$ cat src/rtl/wb_flash_arbiter.sv
// wb_flash_arbiter: two-master Wishbone arbiter for the shared QSPI flash slave.
module wb_flash_arbiter #(
  parameter int AW        = 24,
  parameter int DW        = 32,
  parameter int MAX_BURST = 16
) (
  input  logic            wb_clk_i,
  input  logic            wb_reset_i,
  input  logic [AW-1:0]   m0_adr_i,
  input  logic [DW-1:0]   m0_dat_i,
  output logic [DW-1:0]   m0_dat_o,
  input  logic            m0_we_i,
  input  logic [DW/8-1:0] m0_sel_i,
  input  logic            m0_stb_i,
  input  logic            m0_cyc_i,
  output logic            m0_ack_o,
  input  logic [AW-1:0]   m1_adr_i,
  input  logic [DW-1:0]   m1_dat_i,
  output logic [DW-1:0]   m1_dat_o,
  input  logic            m1_we_i,
  input  logic [DW/8-1:0] m1_sel_i,
  input  logic            m1_stb_i,
  input  logic            m1_cyc_i,
  output logic            m1_ack_o,
  output logic [AW-1:0]   s_adr_o,
  output logic [DW-1:0]   s_dat_o,
  output logic            s_we_o,
  output logic [DW/8-1:0] s_sel_o,
  output logic            s_cyc_o,
  output logic            s_stb_o,
  input  logic [DW-1:0]   s_dat_i,
  input  logic            s_ack_i,
  output logic [1:0]      grant_o
);
  typedef enum logic [1:0] {IDLE, GRANT0, GRANT1, HANDOVER} state_t;
  localparam int BW = $clog2(MAX_BURST + 1);
  state_t state_q, state_d;
  logic [BW-1:0] burst_q, burst_d, burst_inc;
  logic last_q, last_d;
  logic req0, req1, g0, g1, lim, pick1;
  assign req0 = m0_cyc_i & m0_stb_i;
  assign req1 = m1_cyc_i & m1_stb_i;
  assign g0 = state_q == GRANT0;
  assign g1 = state_q == GRANT1;
  assign grant_o = {g1, g0};
  assign lim = burst_q >= BW'(MAX_BURST - 1);
  assign burst_inc = (burst_q == BW'(MAX_BURST)) ? burst_q : burst_q + BW'(1);
  // last_q set means m1 was granted most recently, so m0 wins a tie
  assign pick1 = req1 & (!req0 | !last_q);
  assign m0_dat_o = s_dat_i;
  assign m1_dat_o = s_dat_i;
  assign m0_ack_o = s_ack_i & g0;
  assign m1_ack_o = s_ack_i & g1;
  assign s_adr_o = g1 ? m1_adr_i : m0_adr_i;
  assign s_dat_o = g1 ? m1_dat_i : m0_dat_i;
  assign s_we_o  = g1 ? m1_we_i : m0_we_i;
  assign s_sel_o = g1 ? m1_sel_i : m0_sel_i;
  assign s_cyc_o = g0 ? m0_cyc_i : g1 ? m1_cyc_i : 1'b0;
  assign s_stb_o = g0 ? m0_stb_i : g1 ? m1_stb_i : 1'b0;
  always_comb begin
    state_d = state_q;
    burst_d = burst_q;
    last_d  = last_q;
    case (state_q)
      IDLE: if (req0 | req1) begin
        state_d = pick1 ? GRANT1 : GRANT0;
        burst_d = '0;
        last_d  = pick1;
      end
      GRANT0: begin
        burst_d = s_ack_i ? burst_inc : burst_q;
        state_d = !m0_cyc_i ? IDLE : (s_ack_i & lim & req1) ? HANDOVER : GRANT0;
      end
      GRANT1: begin
        burst_d = s_ack_i ? burst_inc : burst_q;
        state_d = !m1_cyc_i ? IDLE : (s_ack_i & lim & req0) ? HANDOVER : GRANT1;
      end
      HANDOVER: if (last_q ? req0 : req1) begin
        state_d = last_q ? GRANT0 : GRANT1;
        burst_d = '0;
        last_d  = !last_q;
      end else state_d = IDLE;
      default: state_d = IDLE;
    endcase
  end
  always_ff @(posedge wb_clk_i) begin
    if (wb_reset_i) begin
      state_q <= IDLE;
      burst_q <= '0;
      last_q  <= 1'b1;
    end else begin
      state_q <= state_d;
      burst_q <= burst_d;
      last_q  <= last_d;
    end
  end
endmodule
$ cat config.mk
export PLATFORM = sky130hd
export DESIGN_NAME = wb_flash_arbiter
export DESIGN_NICKNAME = d
export VERILOG_FILES = /design/src/rtl/wb_flash_arbiter.sv
export SDC_FILE = /design/constraint.sdc
export NUM_CORES = 1
export LEC_CHECK = 0
export BUFFER_PORTS_ARGS = -buffer_cell sky130_fd_sc_hd__buf_2
export CAP_MARGIN = 20
export CORE_AREA = 2 2 113 115
export DETAILED_ROUTE_END_ITERATION = 7
export DIE_AREA = 0 0 115 117
export GPL_TIMING_DRIVEN = 0
export HOLD_SLACK_MARGIN = 0.12
export SLEW_MARGIN = 20
export SYNTH_ARGS = -nofsm -noshare
export SYNTH_HDL_FRONTEND = slang
export SYNTH_SLANG_ARGS = --single-unit
export TNS_END_PERCENT = 50
$ cat constraint.sdc
create_clock -name wb_clk_i -period 1.65 [get_ports wb_clk_i]
set_input_delay 0.33 -clock wb_clk_i [delete_from_list [all_inputs] [get_ports wb_clk_i]]
set_output_delay 0.33 -clock wb_clk_i [all_outputs]
set_load 0.02 [all_outputs]
Yosys cells after proc, flatten, opt, wreduce, memory -nomap -nowiden
Cells that the tools add are included.
{"block": "word_totals", "reg_bits": 8, "in_bits": 161, "output_inout_bits": 131}
{"block": "op_classes", "n_addsub": 1, "n_lt_le_gt_ge": 1, "eq_ne": 8, "muxes": 26, "bitwise_logic": 10, "n_reduce_logical": 7}
{"cell": "2-to-1 mux 32 bit", "n": 1}
{"cell": "2-to-1 mux 24 bit", "n": 1}
{"cell": "2-to-1 mux 5 bit", "n": 4}
{"cell": "case mux 5 bit (3 select lines)", "n": 1}
{"cell": "2-to-1 mux 2 bit", "n": 7}
{"cell": "2-to-1 mux 1 bit", "n": 9}
{"cell": "AND 1 bit", "n": 8}
{"cell": "case mux 2 bit (4 select lines)", "n": 1}
{"cell": "!= test 2 bit, second input constant", "n": 3}
{"cell": "adder 5 x 1 -> 5 bit, second input constant", "n": 1}
{"cell": "equality test 5 bit, second input constant", "n": 1}
{"cell": ">= comparator 5 x 4 -> 1 bit, second input constant", "n": 1}
{"cell": "equality test 2 bit, second input constant", "n": 2}
{"cell": "2-to-1 mux 4 bit", "n": 1}
{"cell": "AND reduction 4 bit", "n": 1}
{"cell": "AND reduction 3 bit", "n": 1}
{"cell": "equality test 2 x 1 -> 1 bit, second input constant", "n": 1}
{"cell": "zero test 1 bit", "n": 2}
{"cell": "zero test 2 bit", "n": 1}
{"cell": "!= test 2 x 1 -> 1 bit, second input constant", "n": 1}
{"cell": "bitwise OR 1 bit", "n": 2}
{"cell": "case mux 1 bit (2 select lines)", "n": 1}
{"cell": "nonzero test 2 bit", "n": 1}
{"cell": "OR reduction 2 bit", "n": 1}

Logic depth before layout (Yosys ltp)
Gate-level depths: netlist (run 1).
{"block": "logic_depth", "depth_word": 7, "ltp_mapped": 7, "ltp_nobuf": 7}

Worst setup path before layout (run 1)
No wires, ideal clock.
{"block": "synth_timing", "kind": "register to output", "from": "register state_q[0]", "to": "output s_stb_o", "arrival_ps": 1516, "required_ps": 1320, "path_slack_ps": -196, "path_stages_with_launch": 7, "path_buffers": 2, "path_cell_list": "dfxtp_1 inv_1 ha_1 buf_2 buf_2 nand2_1 o21ai_0"}
{"block": "synth_via", "elab_chain_len": 3, "elab_cells_between_ends": 4, "classes_between": "eq/ne (2); mux (2)"}
{"item": "start: declaration", "line": "37", "rtl": "state_t state_q, state_d;"}
{"item": "start signal: assignment", "line": "92", "rtl": "state_q <= state_d;"}
{"item": "equality test 2 bit", "line": "44", "rtl": "assign g1 = state_q == GRANT1;"}
{"item": "via g1", "line": "40", "rtl": "logic req0, req1, g0, g1, lim, pick1;"}
{"item": "2-to-1 mux 1 bit (2 in a row)", "line": "59", "rtl": "assign s_stb_o = g0 ? m0_stb_i : g1 ? m1_stb_i : 1'b0;"}
{"item": "end: declaration", "line": "30", "rtl": "output logic s_stb_o,"}
The timed path passes the listed nets, and every way through them passes these cells.

Worst setup path after layout (run 1)
{"block": "layout_timing", "from": "register state_q[0]", "to": "output s_dat_o[30]"}
{"block": "layout_via", "elab_chain_len": 2}
{"item": "equality test 2 bit", "line": "44"}
{"item": "via g1", "line": "40"}
{"item": "2-to-1 mux 32 bit", "line": "55", "rtl": "assign s_dat_o = g1 ? m1_dat_i : m0_dat_i;"}
{"item": "end: declaration", "line": "26", "rtl": "output logic [DW-1:0] s_dat_o,"}
The timed path passes the listed nets, and every way through them passes these cells.

==> results.txt, run 1 <==
The run finished, with violations left. The final reports fail on negative setup slack. The antenna diode count came out at 0. The worst setup path is of the reg -> out kind.

For this design, the sink count on the clock tree is 8. Traced cell by cell, the critical path runs through inv_2 > ha_4 > clkbuf_16 > clkbuf_16 > mux2_4 > buf_6. The via count of the first global-routing pass is 2179.

In the post-synthesis netlist, the biggest area contributors are sky130_fd_sc_hd__mux2_1 34%, sky130_fd_sc_hd__buf_4 26%, sky130_fd_sc_hd__dfxtp_1 8.4%. The required arrival time at the worst endpoint came out at 1320 ps. The starting DRC count in detailed routing is 64. The final antenna-violating net count is 0.

In this run the most critical hold path is launched from wb_reset_i. The residual DRC count is 0. Power spread over the standard cell area amounts to 903 mW/mm2. The maximum buffer depth of the clock tree came out at 2. The path with the worst hold slack has its endpoint at burst_q[3]$_SDFFE_PP0P_. Of all cell types, the one taking the most synthesized area is sky130_fd_sc_hd__mux2_1. Fill cells in the final layout number 1242. 292 I/O pins were placed.

After routing the design area is 0.00441 mm2. IR analysis of the VDD net gives a maximum drop of 294 uV. The share of async-settable or async-resettable flops after synthesis came out at 0%.

The multi-input combinational cells in the finished layout cover a total of 0.00140 mm2. The per-cell routed wire length came out at 15.6 um. The count of hold buffers inserted by post-cts repair came out at 0. The number of warnings issued by yosys came out at 0. The area of all sequential standard cells came out at 163 um2.

The number of hold-slack violations in the final timing report is 0. The root buffer cell chosen for the clock tree is sky130_fd_sc_hd__clkbuf_16. The global placement routability congestion is 0.798. The worst max-slew margin expressed relative to the limit is 71.3%. The synthesized design contains 8 register bits.

The maximum level of the CTS H-tree is 1. The floorplan has 41 rows. The number of violations of the max-capacitance limit came out at 0. The number of port buffers is 259. Among all flip-flop cells after synthesis, the most frequent one is sky130_fd_sc_hd__dfxtp_1.

In this run the critical register-to-register path is launched from burst_q[0]$_SDFFE_PP0P_. Summed over its instances, the top area cell type makes up 34.1% of the synthesized netlist area. The worst clock skew is 0.951 ps. TritonCTS built the clock tree.

The overall overflow remaining after global route is 0. The layout overhead on the synthesized area came out at 131%. After detailed routing, the number of vias per cell comes to 4.02. The via count came out at 2591. The number of stages on the worst hold path is 3. The initial antenna violation count is 2.

Counting cells, the worst reg-to-reg path comes to 7. The final layout net count is 666. Entering global routing, the biggest net connects 11 pins.

The period utilization came out at 117%. The delay contributed by the slowest stage of the critical path came out at 310 ps. The tightest hold margin is 474 ps. The total wire length after detailed routing came out at 10100 um.

The worst hold-check path type is in -> reg. The overall fraction of global-route tracks in use is 11.5%. The mean area per synthesized cell is 8.78 um2. The data arrival time of the worst path is 1610 ps. The mapped cell area is 0.00191 mm2. The total nets after synthesis is 387. The number of enable-type register cells in the synthesized netlist came out at 0. The first-pass iteration count of the detailed router is 4.

The peak clock frequency supported by timing came out at 516 MHz. For this configuration, the core starts out at a cell density of 15.5%. The horizontal die dimension is 115 um. The most common cell in the synthesized netlist is sky130_fd_sc_hd__buf_4. The CTS buffer count came out at 3. The minimum period implied by the final worst setup slack is 1940 ps.

After legalization and detailed placement, the total HPWL measured 7730 um. The share of synthesized area occupied by flip-flops and latches came out at 8.37%. The gate count of the mapped netlist is 218. The area of the die is 0.0135 mm2. The later pin in the worst-skew pair is clocked with a latency of 230 ps. The worst register-to-register path ends at state_q[1]$_SDFFE_PP0P_. Setup slack on the worst reg-to-reg path comes out at 80 ps. STA classifies the critical path startpoint as a flip-flop.

In this run the cell area measured after placement is 0.00342 mm2. The maximum fanout encountered on the critical timing path came out at 5. The placeable core area is 0.0123 mm2. In the post-route analysis, the smallest setup slack over all paths is -287 ps. The slowest stage of the critical path is the sky130_fd_sc_hd__dfxtp_2 cell. The number of distinct library cell variants in the gate-level netlist after synthesis is 37. The commonest cells after synthesis are 66 x sky130_fd_sc_hd__buf_4, 58 x sky130_fd_sc_hd__mux2_1, 8 x sky130_fd_sc_hd__dfxtp_1, 8 x sky130_fd_sc_hd__ha_1. The worst-margin pin slew is 426 ps. Setup repair after global routing could not meet its margin everywhere. The dominant cell type by count on the critical path is sky130_fd_sc_hd__clkbuf_16. The first global-routing pass estimated 11800 um of wire. The number of pins exceeding their max-slew limit in the final report came out at 0. The layout cell share with drive strength beyond 1 is 87.1%. STA classifies the critical path endpoint as an output pin. The cell leakage power is 2.35 nW. The height of the chip is 117 um. The final setup violation count came out at 64. The clock edge transition at the registers on the reported setup and hold paths came out at 40 ps.
[state kept, by name, summed over array words and instances (netlist names)]
name / count
burst_q: 5
state_q: 2
last_q: 1
[final cells by class]
class	count	area share, %
timing repair buffer	274	43.5
sequential	8	3.68
clock buffer	3	1.70
inverter	8	0.680
buffer	75	14.4
multi-input combinational	127	31.8
tap	150	4.25
[repair_timing]
action,in CTS,in global routing
cloned,3,5
pin swaps,1,3
setup buffers,6,1
resized for setup,105,93
setup endpoints to repair,67,66
[layout by cell type, fill, tap and decap left out, types with 3 or more instances in the layout]
cell,instances
sky130_fd_sc_hd__o32ai_1,5
sky130_fd_sc_hd__nor2_1,5
sky130_fd_sc_hd__buf_4,73
sky130_fd_sc_hd__ha_1,6
sky130_fd_sc_hd__mux2_4,51
sky130_fd_sc_hd__mux2_2,10
sky130_fd_sc_hd__dfxtp_1,6
sky130_fd_sc_hd__nand2_2,3
sky130_fd_sc_hd__buf_8,5
sky130_fd_sc_hd__inv_1,6
sky130_fd_sc_hd__buf_6,59
sky130_fd_sc_hd__buf_2,201
sky130_fd_sc_hd__clkbuf_16,8
sky130_fd_sc_hd__nand3_1,7
sky130_fd_sc_hd__buf_16,3
sky130_fd_sc_hd__nand2_1,6
[worst max-delay path: cells and delay by family (launching register included)]
| kind | cells | cell delay (ps) |
|---|---|---|
| DFF | 1 | 310 |
| adders and majority gates | 1 | 210 |
| buffers and inverters | 4 | 530 |
| muxes | 1 | 310 |
[how the worst max path moves through the flow]
stage,startpoint,end,slack (ps),cells past startpoint
2_1_floorplan,state_q[0]$_SDFFE_PP0P_,s_adr_o[0],10,5
5_1_grt,state_q[0]$_SDFFE_PP0P_,s_adr_o[19],-330,6
3_3_place_gp,state_q[0]$_SDFFE_PP0P_,s_dat_o[30],-320,6
6_report,state_q[0]$_SDFFE_PP0P_,s_dat_o[30],-290,6
4_1_cts,state_q[0]$_SDFFE_PP0P_,s_dat_o[3],-290,6
3_5_place_dp,state_q[0]$_SDFFE_PP0P_,s_dat_o[27],-320,6
[kinds of logic after synthesis]
| kind of cell | synth area share (%) |
|---|---|
| buf+inv | 30.6 |
| fa+ha+maj | 5.23 |
| simple gates | 10.3 |
| compound gates | 9.61 |
| mux | 35.9 |
| flops | 8.37 |
[layer usage]
metal	GRT usage [%]	wire (um)	up-vias
li1	-	-	1264
met1	13.0	3790	1169
met4	2.57	170	2
met5	0	13	-
met3	2.32	766	16
met2	22.1	5310	140
[power by group]
group | leakage [nW] | internal [mW] | total, mW | switching (mW)
clock | 0.0370 | 0.313 | 0.414 | 0.101
combinational | 2.24 | 1.84 | 3.33 | 1.48
sequential | 0.0658 | 0.223 | 0.249 | 0.0258
total | 2.35 | 2.38 | 3.99 | 1.61
[metrics by stage]
step	worst slack, ps	utilization [%]	power [mW]	setup TNS (ps)	std cells
floorplan	14.7	-	1.76	0	218
global placement	-316	27.7	2.47	-16530	627
detailed placement	-322	27.7	2.48	-17100	627
CTS	-293	32.2	3.49	-15160	639
global route	-329	35.9	4.18	-18350	645
finish	-287	35.9	3.99	-15740	645
(Power assumes the default switching activity.)
==> inputs of run 2 (changes only) <==
--- a/config.mk
+++ b/config.mk
@@ -7,10 +7,9 @@
 export LEC_CHECK = 0
 export BUFFER_PORTS_ARGS = -buffer_cell sky130_fd_sc_hd__buf_2
 export CAP_MARGIN = 20
-export CORE_AREA = 2 2 113 115
+export CORE_AREA = 2 2 114 116
 export DETAILED_ROUTE_END_ITERATION = 7
-export DIE_AREA = 0 0 115 117
-export GPL_TIMING_DRIVEN = 0
+export DIE_AREA = 0 0 116 118
 export HOLD_SLACK_MARGIN = 0.12
 export SLEW_MARGIN = 20
 export SYNTH_ARGS = -nofsm -noshare
==> constraint.sdc (replaced) <==
create_clock -name wb_clk_i -period 1.9 [get_ports wb_clk_i]
set_input_delay 0.38 -clock wb_clk_i [delete_from_list [all_inputs] [get_ports wb_clk_i]]
set_output_delay 0.38 -clock wb_clk_i [all_outputs]
set_load 0.02 [all_outputs]
==> run 2 against run 1 <==
Against the previous run:
- the run still ends with negative setup slack left
- clock power decreased by 16%
- core utilization down 10 points
- final area is 29% lower
- final cell count down 18%
- critical path type unchanged
- critical endpoint is now s_adr_o[11]
- largest cell class unchanged
==> results.txt, run 2 (synthesis results as in run 1) <==
The period utilization came out at 104%. The type of element launching the critical path is a flip-flop. The total chip power is 2.64 mW.

The total placed instance area is 0.00265 mm2. The number of flip-flops under the largest register name came out at 5. The source-to-sink clock delay at the later pin of the worst-skew pair is 230 ps. The overall overflow remaining after global route is 0. The checks that failed: negative setup slack. The run finished, with violations left. Entering global routing, the biggest net connects 17 pins. In this run, post-CTS hold repair placed 0 buffers.

STA puts the critical path data arrival time at 1590 ps. The required arrival time at the worst endpoint came out at 1520 ps. The worst min-delay path endpoint is state_q[0]$_SDFFE_PP0P_.

The total wire length after detailed routing came out at 7980 um. The via count came out at 2066. The height of the chip came out at 118 um.

The most frequent standard cell in the layout excluding fill and tap cells is sky130_fd_sc_hd__buf_2. The register with the most flip-flops is burst_q. The overall fraction of global-route tracks in use came out at 10.1%. The number of ports placed on the die boundary is 292. From left edge to right edge, the die measures 116 um. The setup slack after layout came out at -70.2 ps. The final layout net count came out at 527. The minimum period implied by the final worst setup slack is 1970 ps. The number of hold-slack violations in the final timing report came out at 0. Dividing the detail-routed wire length by the instance count gives 15.1 um. The power density relative to cell area is 839 mW/mm2. The layout overhead on the synthesized area is 64.6%. The cell leakage power came out at 1.56 nW. For this configuration, the core starts out at a cell density of 15.4%. TritonCTS built the clock tree. The initial antenna violation count is 0. In this run the critical register-to-register path is captured at state_q[0]$_SDFFE_PP0P_. The number of port buffers came out at 195.

The library cells used most frequently in the layout, excluding fill and tap cells, are 165 x sky130_fd_sc_hd__buf_2, 29 x sky130_fd_sc_hd__mux2_1, 26 x sky130_fd_sc_hd__mux2_4. The clock edge transition at the registers on the reported setup and hold paths came out at 40 ps. Along the worst path, the maximum fanout reaches 9. The initialized floorplan defines 41 standard-cell rows. For the worst flop-to-flop path, the logic depth is 8.

The antenna diode count came out at 0. The largest registers in the layout are burst_q (5), state_q (2), last_q (1). For this run, design rule violations remaining after detail routing come to 0.

In this run the worst hold path is classified as in -> reg. At the pin with the least slew margin, the transition time is 339 ps. The worst clock skew came out at 0.206 ps. The via count of the first global-routing pass came out at 1997. In this run the tightest slew margin relative to its limit is 77.1%.

Setup repair after global routing could not meet its margin everywhere. The post-placement setup slack came out at 47.3 ps. In this run, the number of DRC markers left after iteration 0 of detailed routing was 50. The global placement routability congestion is 0.766. The peak clock frequency supported by timing is 508 MHz.

By startpoint and endpoint, the worst setup path is classified as reg -> out. The startpoint identified for the worst register-to-register timing path is state_q[0]$_SDFFE_PP0P_. The sink count of the clock tree is 8.

The pre-antenna-repair detailed-routing pass consisted of 4 iterations. In this run the register-to-register setup slack is 310 ps. The tree is rooted in a sky130_fd_sc_hd__clkbuf_16. The detailed placement HPWL is 6440 um.

Setup violations remaining at the end of the flow were counted as 41. The number of pins exceeding their max-slew limit in the final report came out at 0. The startpoint identified for the worst hold timing path is wb_reset_i.

The cell area after layout came out at 0.00315 mm2. The CTS buffer count is 3. The maximum level of the CTS H-tree came out at 1.

The detail route stage leaves a number of antenna-violating nets equal to 0. The number of vias per cell came out at 3.91. Of the cells placed in the final design, the portion with a size suffix greater than 1 is 72.2%.

The area of the die came out at 0.0137 mm2. No sink is reached through more buffers than the 2 on the longest clock path. The maximum ir drop on the vdd rail is 343 uV.

The number of stages on the worst hold path came out at 2. The number of violations of the max-capacitance limit is 0. The placeable core area came out at 0.0124 mm2. The global-route wire length before repair is 10600 um. The worst setup path is captured at an output pin.
## run 2: changes by cell type in the layout (fill, tap and decap cells not counted), moves of 2 or more
cell	previous run	this run
sky130_fd_sc_hd__clkbuf_16	8	5
sky130_fd_sc_hd__buf_2	201	165
sky130_fd_sc_hd__mux2_2	10	6
sky130_fd_sc_hd__mux2_1	0	29
sky130_fd_sc_hd__mux2_4	51	26
sky130_fd_sc_hd__buf_16	3	1
sky130_fd_sc_hd__buf_6	59	24
sky130_fd_sc_hd__buf_4	73	11
## run 2: timing repair
item                       4_1_cts  5_1_grt
gates cloned                     2        2
resized for setup               81       26
setup endpoints to repair       63       63
pin swaps                        1        0
buffers inserted                 1        1
## run 2: routing by layer
| metal | global-route usage [%] | wire [um] | share of wire (%) | vias to the layer above |
|---|---|---|---|---|
| met3 | 3.24 | 743 | 9.3 | 16 |
| li1 | - | - | - | 986 |
| met2 | 18.1 | 4020 | 50 | 124 |
| met1 | 11.3 | 3090 | 39 | 940 |
| met5 | 0 | 0 | 0 | - |
| met4 | 2.53 | 128 | 1.6 | 0 |
## run 2: layout make-up
cell class                 instances  area (um2)
tap                              172         215
clock buffer                       3        75.1
inverter                           8        30.0
sequential                         8         163
timing repair buffer             210        1390
fill                            1355        9260
multi-input combinational        127        1280
## run 2: worst max-delay path by stage
stage | cells after the start | start | end
final | 6 | state_q[0]$_SDFFE_PP0P_ | s_adr_o[11]
after global routing | 6 | state_q[0]$_SDFFE_PP0P_ | s_adr_o[17]
after floorplan | 6 | state_q[0]$_SDFFE_PP0P_ | s_stb_o
after global placement | 6 | state_q[0]$_SDFFE_PP0P_ | s_sel_o[1]
after detailed placement | 6 | state_q[0]$_SDFFE_PP0P_ | s_dat_o[26]
after CTS | 5 | state_q[0]$_SDFFE_PP0P_ | s_dat_o[9]
## run 2: where the power goes
part	switching (mW)	internal, mW
clock network	0.0763	0.271
logic	1.01	1.07
registers	0.0224	0.194
## run 2: metrics by stage
step                setup TNS [ps]  cells  utilization (%)  hold WS [ps]
floorplan                        0    218                -           494
finish                       -1300    528             25.4           490
detailed placement               0    519             21.3           517
CTS                          -2240    525             24.4           484
global placement                 0    519             21.3           524
global route                 -4180    528             25.4           505
## run 2: worst max-delay path: stages (launching register included)
cell and delay [ps]:
sky130_fd_sc_hd__dfxtp_2 310, sky130_fd_sc_hd__inv_2 70, sky130_fd_sc_hd__ha_4 160, sky130_fd_sc_hd__buf_12 160
sky130_fd_sc_hd__clkbuf_16 170, sky130_fd_sc_hd__mux2_1 310, sky130_fd_sc_hd__buf_2 160
